[config.mk]
export PLATFORM = sky130hd
export DESIGN_NAME = cordic_share_arbiter
export DESIGN_NICKNAME = d
export VERILOG_FILES = /design/src/rtl/cordic_share_arbiter.sv
export SDC_FILE = /design/constraint.sdc
export NUM_CORES = 1
export LEC_CHECK = 0
export ABC_AREA = 1
export BUFFER_PORTS_ARGS = -buffer_cell sky130_fd_sc_hd__buf_4
export CAP_MARGIN = 5
export CORE_MARGIN = 1.5
export CORE_UTILIZATION = 43
export CTS_CLUSTER_DIAMETER = 120
export DETAILED_ROUTE_END_ITERATION = 6
export PLACE_DENSITY = 0.84
export SLEW_MARGIN = 20
export SYNTH_ARGS = -nofsm -noshare
export SYNTH_HDL_FRONTEND = slang
export SYNTH_SLANG_ARGS = --single-unit
[constraint.sdc]
create_clock -name clock -period 3.69 [get_ports clock]
set_input_delay 0.738 -clock clock [delete_from_list [all_inputs] [get_ports clock]]
set_output_delay 0.738 -clock clock [all_outputs]
set_load 0.1 [all_outputs]
[src/rtl/cordic_share_arbiter.sv]
// cordic_share_arbiter
//   Time-shares a single cordic_unroll1_var core between NUM_REQ requesters.
//   Round-robin arbitration picks one request. The core then gets a one-cycle
//   start pulse, and the arbiter waits for done. The result goes back to the
//   granted requester with a one-cycle strobe. A watchdog turns a missing done
//   into an error response (rsp_err=1, rsp_data all ones).
//
// Ports
//   clock, aclr          : rising-edge clock, asynchronous active-high reset
//   clk_en               : global enable; all state/outputs hold while low
//   req_valid/req_data   : per-requester request and operand (k at [k*DATA_W +: DATA_W])
//   req_ready            : one-hot accept strobe (combinational, IDLE only)
//   rsp_valid/rsp_data   : one-hot response strobe and result
//   rsp_err              : response was produced by the timeout
//   core_aclr/core_clk_en: reset/enable passed straight through to the core
//   core_start/core_dataa: start pulse and registered operand to the core
//   core_result/core_done: core outputs
//   busy                 : operation in progress (state != IDLE)
//   timeout_cnt          : saturating count of timeouts since reset
module cordic_share_arbiter #(
    parameter int NUM_REQ = 4,
    parameter int DATA_W  = 32,
    parameter int TIMEOUT = 64
) (
    input  logic                      clock,
    input  logic                      aclr,
    input  logic                      clk_en,
    input  logic [NUM_REQ-1:0]        req_valid,
    input  logic [NUM_REQ*DATA_W-1:0] req_data,
    output logic [NUM_REQ-1:0]        req_ready,
    output logic [NUM_REQ-1:0]        rsp_valid,
    output logic [DATA_W-1:0]         rsp_data,
    output logic                      rsp_err,
    output logic                      core_aclr,
    output logic                      core_clk_en,
    output logic                      core_start,
    output logic [DATA_W-1:0]         core_dataa,
    input  logic [DATA_W-1:0]         core_result,
    input  logic                      core_done,
    output logic                      busy,
    output logic [7:0]                timeout_cnt
);

    localparam int GW = (NUM_REQ > 1) ? $clog2(NUM_REQ) : 1;
    localparam int CW = (TIMEOUT > 1) ? $clog2(TIMEOUT) : 1;
    localparam logic [NUM_REQ-1:0] ONE_HOT0 = {{(NUM_REQ-1){1'b0}}, 1'b1};

    typedef enum logic [1:0] {
        ST_IDLE,
        ST_ISSUE,
        ST_WAIT,
        ST_RESP
    } state_t;

    state_t          state;
    state_t          state_next;
    logic [GW-1:0]   rr_ptr;
    logic [GW-1:0]   grant;
    logic [GW-1:0]   pick;
    logic [GW-1:0]   scan;
    logic            found;
    logic [CW-1:0]   wait_cnt;
    logic            wait_expired;

    assign core_aclr    = aclr;
    assign core_clk_en  = clk_en;
    assign wait_expired = (wait_cnt == CW'(TIMEOUT - 1));

    // Round-robin search: the first valid requester at or after rr_ptr.
    always_comb begin
        found = 1'b0;
        pick  = '0;
        scan  = '0;
        for (int unsigned i = 0; i < NUM_REQ; i++) begin
            scan = GW'((32'(rr_ptr) + i) % NUM_REQ);
            if (!found && req_valid[scan]) begin
                found = 1'b1;
                pick  = scan;
            end
        end
    end

    // State register
    always_ff @(posedge clock or posedge aclr) begin
        if (aclr) begin
            state <= ST_IDLE;
        end else begin
            state <= state_next;
        end
    end

    // Next-state logic; with clk_en low the state is held
    always_comb begin
        state_next = state;
        if (clk_en) begin
            case (state)
                ST_IDLE:  if (found) state_next = ST_ISSUE;
                ST_ISSUE: state_next = ST_WAIT;   // done deliberately ignored here
                ST_WAIT:  if (core_done || wait_expired) state_next = ST_RESP;
                ST_RESP:  state_next = ST_IDLE;
                default:  state_next = ST_IDLE;
            endcase
        end
    end

    // Outputs
    always_comb begin
        busy      = (state != ST_IDLE);
        req_ready = '0;
        if (state == ST_IDLE && clk_en && !aclr && found) begin
            req_ready = ONE_HOT0 << pick;
        end
    end

    // Registered datapath. Pulses are derived from state_next, so they stretch
    // across frozen cycles together with the state.
    always_ff @(posedge clock or posedge aclr) begin
        if (aclr) begin
            rr_ptr      <= '0;
            grant       <= '0;
            core_start  <= 1'b0;
            core_dataa  <= '0;
            rsp_valid   <= '0;
            rsp_data    <= '0;
            rsp_err     <= 1'b0;
            timeout_cnt <= '0;
            wait_cnt    <= '0;
        end else if (clk_en) begin
            core_start <= (state_next == ST_ISSUE);
            rsp_valid  <= (state_next == ST_RESP) ? (ONE_HOT0 << grant) : '0;
            case (state)
                ST_IDLE: begin
                    if (found) begin
                        grant      <= pick;
                        core_dataa <= req_data[int'(pick)*DATA_W +: DATA_W];
                    end
                end
                ST_ISSUE: begin
                    wait_cnt <= '0;
                end
                ST_WAIT: begin
                    if (core_done) begin
                        rsp_data <= core_result;
                        rsp_err  <= 1'b0;
                    end else if (wait_expired) begin
                        rsp_data <= '1;
                        rsp_err  <= 1'b1;
                        if (timeout_cnt != 8'hFF) begin
                            timeout_cnt <= timeout_cnt + 8'd1;
                        end
                    end else begin
                        wait_cnt <= wait_cnt + 1'b1;
                    end
                end
                ST_RESP: begin
                    rr_ptr <= (grant == GW'(NUM_REQ - 1)) ? '0 : grant + 1'b1;
                end
                default: ;
            endcase
        end
    end

endmodule

Word level (Yosys, flattened, before mapping)
Cells that the tools add are included.

$add $sub $neg: 6. Magnitude comparators: 4. Equality and inequality tests: 10. Shift operators: 3. Muxes and demuxes: 30. Bitwise logic cells: 1. Reductions and logical operators: 20.

Operator list (number): $shiftx A128 B8 Y32 (1); $mux W32 (2); $mux W2 (8); $lt A2 B3 Y1 const B (4); $mux W6 (2); $pmux W6 S2 (1); $mux W1 (10); $add A8 B1 Y8 const B (1); $bmux W1 S2 (4); $eq A2 B2 Y1 const B (4); $mux W4 (2); $ne A8 B8 Y1 const B (1); $pmux W2 S4 (1); $shl A1 B2 Y4 const A (2); $add A6 B1 Y6 const B (1); $eq A6 B6 Y1 const B (1); $logic_and A1 B1 Y1 (6); $reduce_and A3 Y1 (2); $reduce_bool A2 Y1 (3); $reduce_and A5 Y1 (1); $add A2 B1 Y2 const B (2); $add A2 B2 Y2 const B (2); $eq A2 B1 Y1 const B (2); $logic_not A1 Y1 (4); other kinds (6) (7).

Register bits: 90. Output and inout port bits: 85.

Logic depth before layout (Yosys ltp)
Word-level depth: 17. Depth in mapped cells: 17. Mapped depth without buffers: 15.

Worst setup path before layout
OpenSTA, ideal clock, no wires.

Path type: input-to-output. From: in aclr. To: out req_ready[0]. Arrival time: 5.124 ns. Required time: 2.952 ns. Slack: -2.172 ns. Stages on the path: 3. Path buffers: 0. Path through: inv_1 > nand2_1 > nor3_1.

Word-level cells in the longest chain between the ends: 4.

Ends and longest elaborated chain: start, declared (line 26) `input logic aclr,`; $logic_not A1 Y1 (no source line); $logic_and A1 B1 Y1 (2 in series) (line 110) `if (state == ST_IDLE && clk_en && !aclr && found) begin`; $mux W4 (line 110); end, declared (line 30) `output logic [NUM_REQ-1:0] req_ready,`.

No other way between the ends.

Worst setup path after layout
From: reg rr_ptr[0]. To: out req_ready[0].

Word-level cells in the longest chain between the ends: 14. Elaborated cells on any way between the ends: 28. Classes of those cells: 3 x add/sub; 1 x shift; 17 x mux; 7 x reduce/logical.

Ends and longest elaborated chain: start, declared (line 57) `logic [GW-1:0] rr_ptr;`; start signal, assigned (line 156) `rr_ptr <= (grant == GW'(NUM_REQ - 1)) ? '0 : grant + 1'b1;`; parallel branches: the longest is 13 deep, another holds $add A2 B1 Y2; $mux W4 * (line 110).

Mark *: on every way between the ends. The select of a mux whose other input is x is not followed.

==> metrics.txt <==
# TYPE chip_impl_metric gauge
chip_impl_metric{name="arrival_time_worst_endpoint",unit="ns"} 2.48
chip_impl_info{name="yosys.area.top_type",value="dfrtp_1"} 1
chip_impl_metric{name="postRouteAntennaNets",unit=""} 0
chip_impl_metric{name="worst_setup_hold_path_clk_slew",unit="ns"} 0.07
chip_impl_metric{name="dp_hpwl",unit="um"} 12000
chip_impl_metric{name="synthXorXnorAreaFrac",unit=""} 0.0111
chip_impl_metric{name="post-synth-top-area-fraction",unit=""} 0.407
chip_impl_info{name="critPathSlowestCell",value="dfrtp_1"} 1
chip_impl_metric{name="num-fill-cells",unit=""} 1178
chip_impl_metric{name="wl_per_cell",unit="um"} 13.7
chip_impl_metric{name="yosysWarnings",unit=""} 0
chip_impl_info{name="synth_top_cells_by_area",value="dfrtp_1 (41%), nand2_1 (28%), nand4_1 (7.7%)"} 1
chip_impl_metric{name="period_share",unit=""} 0.872
chip_impl_metric{name="synth-edff-count",unit=""} 0
chip_impl_info{name="ys_dominant_reg_cell",value="dfrtp_1"} 1
chip_impl_metric{name="i_o_pin_count",unit=""} 253
chip_impl_metric{name="area.sequential",unit="sq um"} 2250
chip_impl_metric{name="critical_path.max_stage_delay",unit="ns"} 0.56
chip_impl_info{name="dominant_combinational_cell_family_by_area_after_synthesis",value="simple AND/OR/NAND/NOR gates"} 1
chip_impl_metric{name="global_route_wire_length_before_repair",unit="um"} 24900
chip_impl_info{name="hold_path.class",value="register to register"} 1
chip_impl_metric{name="antenna_cells_inserted",unit=""} 0
chip_impl_metric{name="synthesis.area",unit="sq um"} 5530
chip_impl_metric{name="finalHoldViolCount",unit=""} 0
chip_impl_info{name="critical_path.most_common_cell",value="nand2_1"} 1
chip_impl_metric{name="post-cts-setup-buffers",unit=""} 0
chip_impl_metric{name="worst_pin_slew",unit="ns"} 0.653
chip_impl_metric{name="detailroute.via_count",unit=""} 5970
chip_impl_metric{name="grt_use_total",unit=""} 0.235
chip_impl_info{name="critical_path_class",value="register to output port"} 1
chip_impl_info{name="result_of_the_run",value="completed"} 1
chip_impl_metric{name="synth_adder_area_share",unit=""} 0.0249
chip_impl_metric{name="setup.reg_to_reg.worst_slack",unit="ns"} 1.17
chip_impl_metric{name="dr.first_iter.drc_count",unit=""} 389
chip_impl_metric{name="viasPerCell",unit=""} 4.96
chip_impl_metric{name="effective_utilization_at_floorplan",unit=""} 0.440
chip_impl_metric{name="place.gp.congestion",unit=""} 0.864
chip_impl_metric{name="slew-limit-headroom",unit=""} 0.564
chip_impl_metric{name="clock-skew-final",unit="ns"} 0.00743
chip_impl_metric{name="post-route-min-period",unit="ns"} 3.22
chip_impl_metric{name="synthesized_netlist_net_count",unit=""} 985
chip_impl_metric{name="layout-drive-gt1-share",unit=""} 0.291
chip_impl_metric{name="synth.area.mux_share",unit=""} 0
chip_impl_metric{name="cts-htree-levels",unit=""} 3
chip_impl_metric{name="die_h",unit="um"} 116
chip_impl_metric{name="clock_path_buffers",unit=""} 2
chip_impl_metric{name="netlist_instances",unit=""} 806
chip_impl_info{name="rsz0062_at_grt",value="false"} 1
chip_impl_metric{name="totalNegativeSetupSlack",unit="ns"} 0
chip_impl_metric{name="net_count_reported_at_finish",unit=""} 1206
chip_impl_metric{name="die_area",unit="sq um"} 13500
chip_impl_metric{name="port_buffers",unit=""} 252
chip_impl_metric{name="die_width",unit="um"} 116
chip_impl_metric{name="clock-sinks",unit=""} 90
chip_impl_metric{name="first_global_vias",unit=""} 5209
chip_impl_metric{name="syn_avg_cell_area",unit="sq um"} 6.86
chip_impl_metric{name="count_of_instances_resized_after_the_clock_tree_is_built",unit=""} 0
chip_impl_metric{name="cts-hold-fix-buffers",unit=""} 0
chip_impl_metric{name="area_growth_syn_to_layout",unit="%"} 40.2
chip_impl_metric{name="totalWireLength",unit="um"} 16500
chip_impl_metric{name="maxSlewViolCount",unit=""} 0
chip_impl_info{name="critical_path.startpoint_type",value="register"} 1
chip_impl_info{name="crit_chain",value="inv_2, nand2_1, nand3_1, nand2_1, inv_1, nand3_4, nand3_2, inv_2, nand2_1, nor3_2, buf_4"} 1
chip_impl_metric{name="clk-insertion-delay-late",unit="ns"} 0.34
chip_impl_metric{name="first_pass_iters",unit=""} 4
chip_impl_metric{name="setup_violators_final",unit=""} 0
chip_impl_metric{name="grt_remaining_overflow",unit=""} 0
chip_impl_metric{name="ys_seq_elements",unit=""} 90
chip_impl_metric{name="number_of_antenna_violations_at_the_first_check_in_global_routing",unit=""} 0
chip_impl_metric{name="rows",unit=""} 41
chip_impl_info{name="cpLargestDelayFamily",value="simple AND/OR/NAND/NOR gates"} 1
chip_impl_metric{name="multi_input_comb_area",unit="sq um"} 2870
chip_impl_metric{name="crit_required",unit="ns"} 2.95
chip_impl_info{name="yosysMostFrequentCell",value="nand2_1"} 1
chip_impl_metric{name="synth_cell_types",unit=""} 29
chip_impl_metric{name="tritoncts.num_buffers",unit=""} 9
chip_impl_metric{name="route.detailed.drc",unit=""} 0
chip_impl_metric{name="cap_viol_max_count",unit=""} 0
chip_impl_info{name="yosys-top-cells-count",value="nand2_1 (418), dfrtp_1 (90), nand4_1 (68), nor2_1 (40), o21ai_0 (40)"} 1
chip_impl_metric{name="cp.buffers_inverters",unit=""} 4
chip_impl_info{name="root_buffer",value="clkbuf_16"} 1
chip_impl_metric{name="async_flop_share",unit=""} 1.00
chip_impl_metric{name="fmax",unit="MHz"} 311
chip_impl_metric{name="area_fraction_in_and_or_nand_and_nor_cells_after_synthesis",unit=""} 0.426
chip_impl_metric{name="synth_compound_gate_area_share",unit=""} 0.0516
chip_impl_metric{name="worstPathMaxFanout",unit=""} 11
chip_impl_info{name="tritoncts",value="built"} 1
chip_impl_info{name="critical_path.endpoint_type",value="output port"} 1
chip_impl_metric{name="synth_sequential_area_ratio",unit=""} 0.407
chip_impl_metric{name="core_area",unit="sq um"} 12600
chip_impl_metric{name="largest_net_degree_at_the_start_of_global_routing",unit=""} 66
## metal layers
metal  vias up  share of wire  GRT usage
met1      2670           0.41      0.280
met5         -              0          0
met3        32          0.082     0.0597
met4         0          0.030     0.0984
met2       238           0.48      0.404
li1       3030              -          -
## cells by family (layout without fill, tap and decap cells)
group	after synthesis	count (layout)
AND/OR/NAND/NOR	559	559
flip-flops	90	90
XOR/XNOR	7	7
adder cells (fa/ha/maj)	11	11
buffers and inverters	83	309
AO/OA/AOI/OAI	56	56
## placed cells by master (no fill, tap or decap), drive strengths merged
cell,n
nor3b,2
clkinvlp,2
clkbuf,9
dfrtp,90
xor2,4
o31ai,1
o21ai,48
buf,265
nor3,7
a21oi,6
o211ai,1
ha,11
bufinv,1
xnor2,3
inv,30
nand3,19
nor4,1
nand2,420
nand3b,1
clkinv,2
nand4,68
nor2,41
## path summary, 6_finish.rpt
check,startpoint,to,cells after the start
worst max-delay path,rr_ptr[0]$_DFFE_PP0P_,req_ready[0],11
worst min-delay path,core_dataa[3]$_DFFE_PP0P_,core_dataa[3]$_DFFE_PP0P_,2
worst max register to register,rr_ptr[0]$_DFFE_PP0P_,core_dataa[23]$_DFFE_PP0P_,13
min in group asynchronous,aclr,rsp_data[30]$_DFFE_PP0P_,3
worst min register to register,core_dataa[3]$_DFFE_PP0P_,core_dataa[3]$_DFFE_PP0P_,2
max in group asynchronous,aclr,core_dataa[30]$_DFFE_PP0P_,4
## area by class of cell
type / instances / share of cell area
clock buffer: 9 / 0.0291
multi-input combinational: 633 / 0.371
sequential: 90 / 0.291
clock inverter: 7 / 0.0107
timing repair buffer: 265 / 0.257
tap: 172 / 0.0278
inverter: 28 / 0.0141
## through the flow
step	setup slack (ns)	hold WS, ns	area (sq um)	std cells	utilization
after floorplan	-0.347	0.479	5550	806	-
after global placement	0.742	0.460	7440	1188	0.592
after detailed placement	0.693	0.471	7440	1188	0.592
after CTS	0.485	0.490	7750	1204	0.616
after global routing	0.257	0.498	7750	1204	0.616
final	0.474	0.483	7750	1204	0.616
## worst reg2reg max path, cell delays in order (launching register included)
cell and delay (ns):
dfrtp_1 0.56, inv_2 0.15, nand2_1 0.11, nand3_1 0.07, nand2_1 0.13, inv_1 0.11, nand3_4 0.19, buf_4 0.51
nand4_1 0.26, nand2_1 0.12, nand2_1 0.05, nand2_1 0.08, nand2_1 0.05, nand2_1 0.07
## state kept, by name (all words and copies together), names as in the netlist
register,cells
core_dataa,32
rr_ptr,2
rsp_err,1
core_start,1
state,2
wait_cnt,6
rsp_data,32
rsp_valid,4
grant,2
timeout_cnt,8
Power is left out: the tool's default activity adds up to more than one toggle a clock period on the data nets, which glitch-free logic cannot reach.
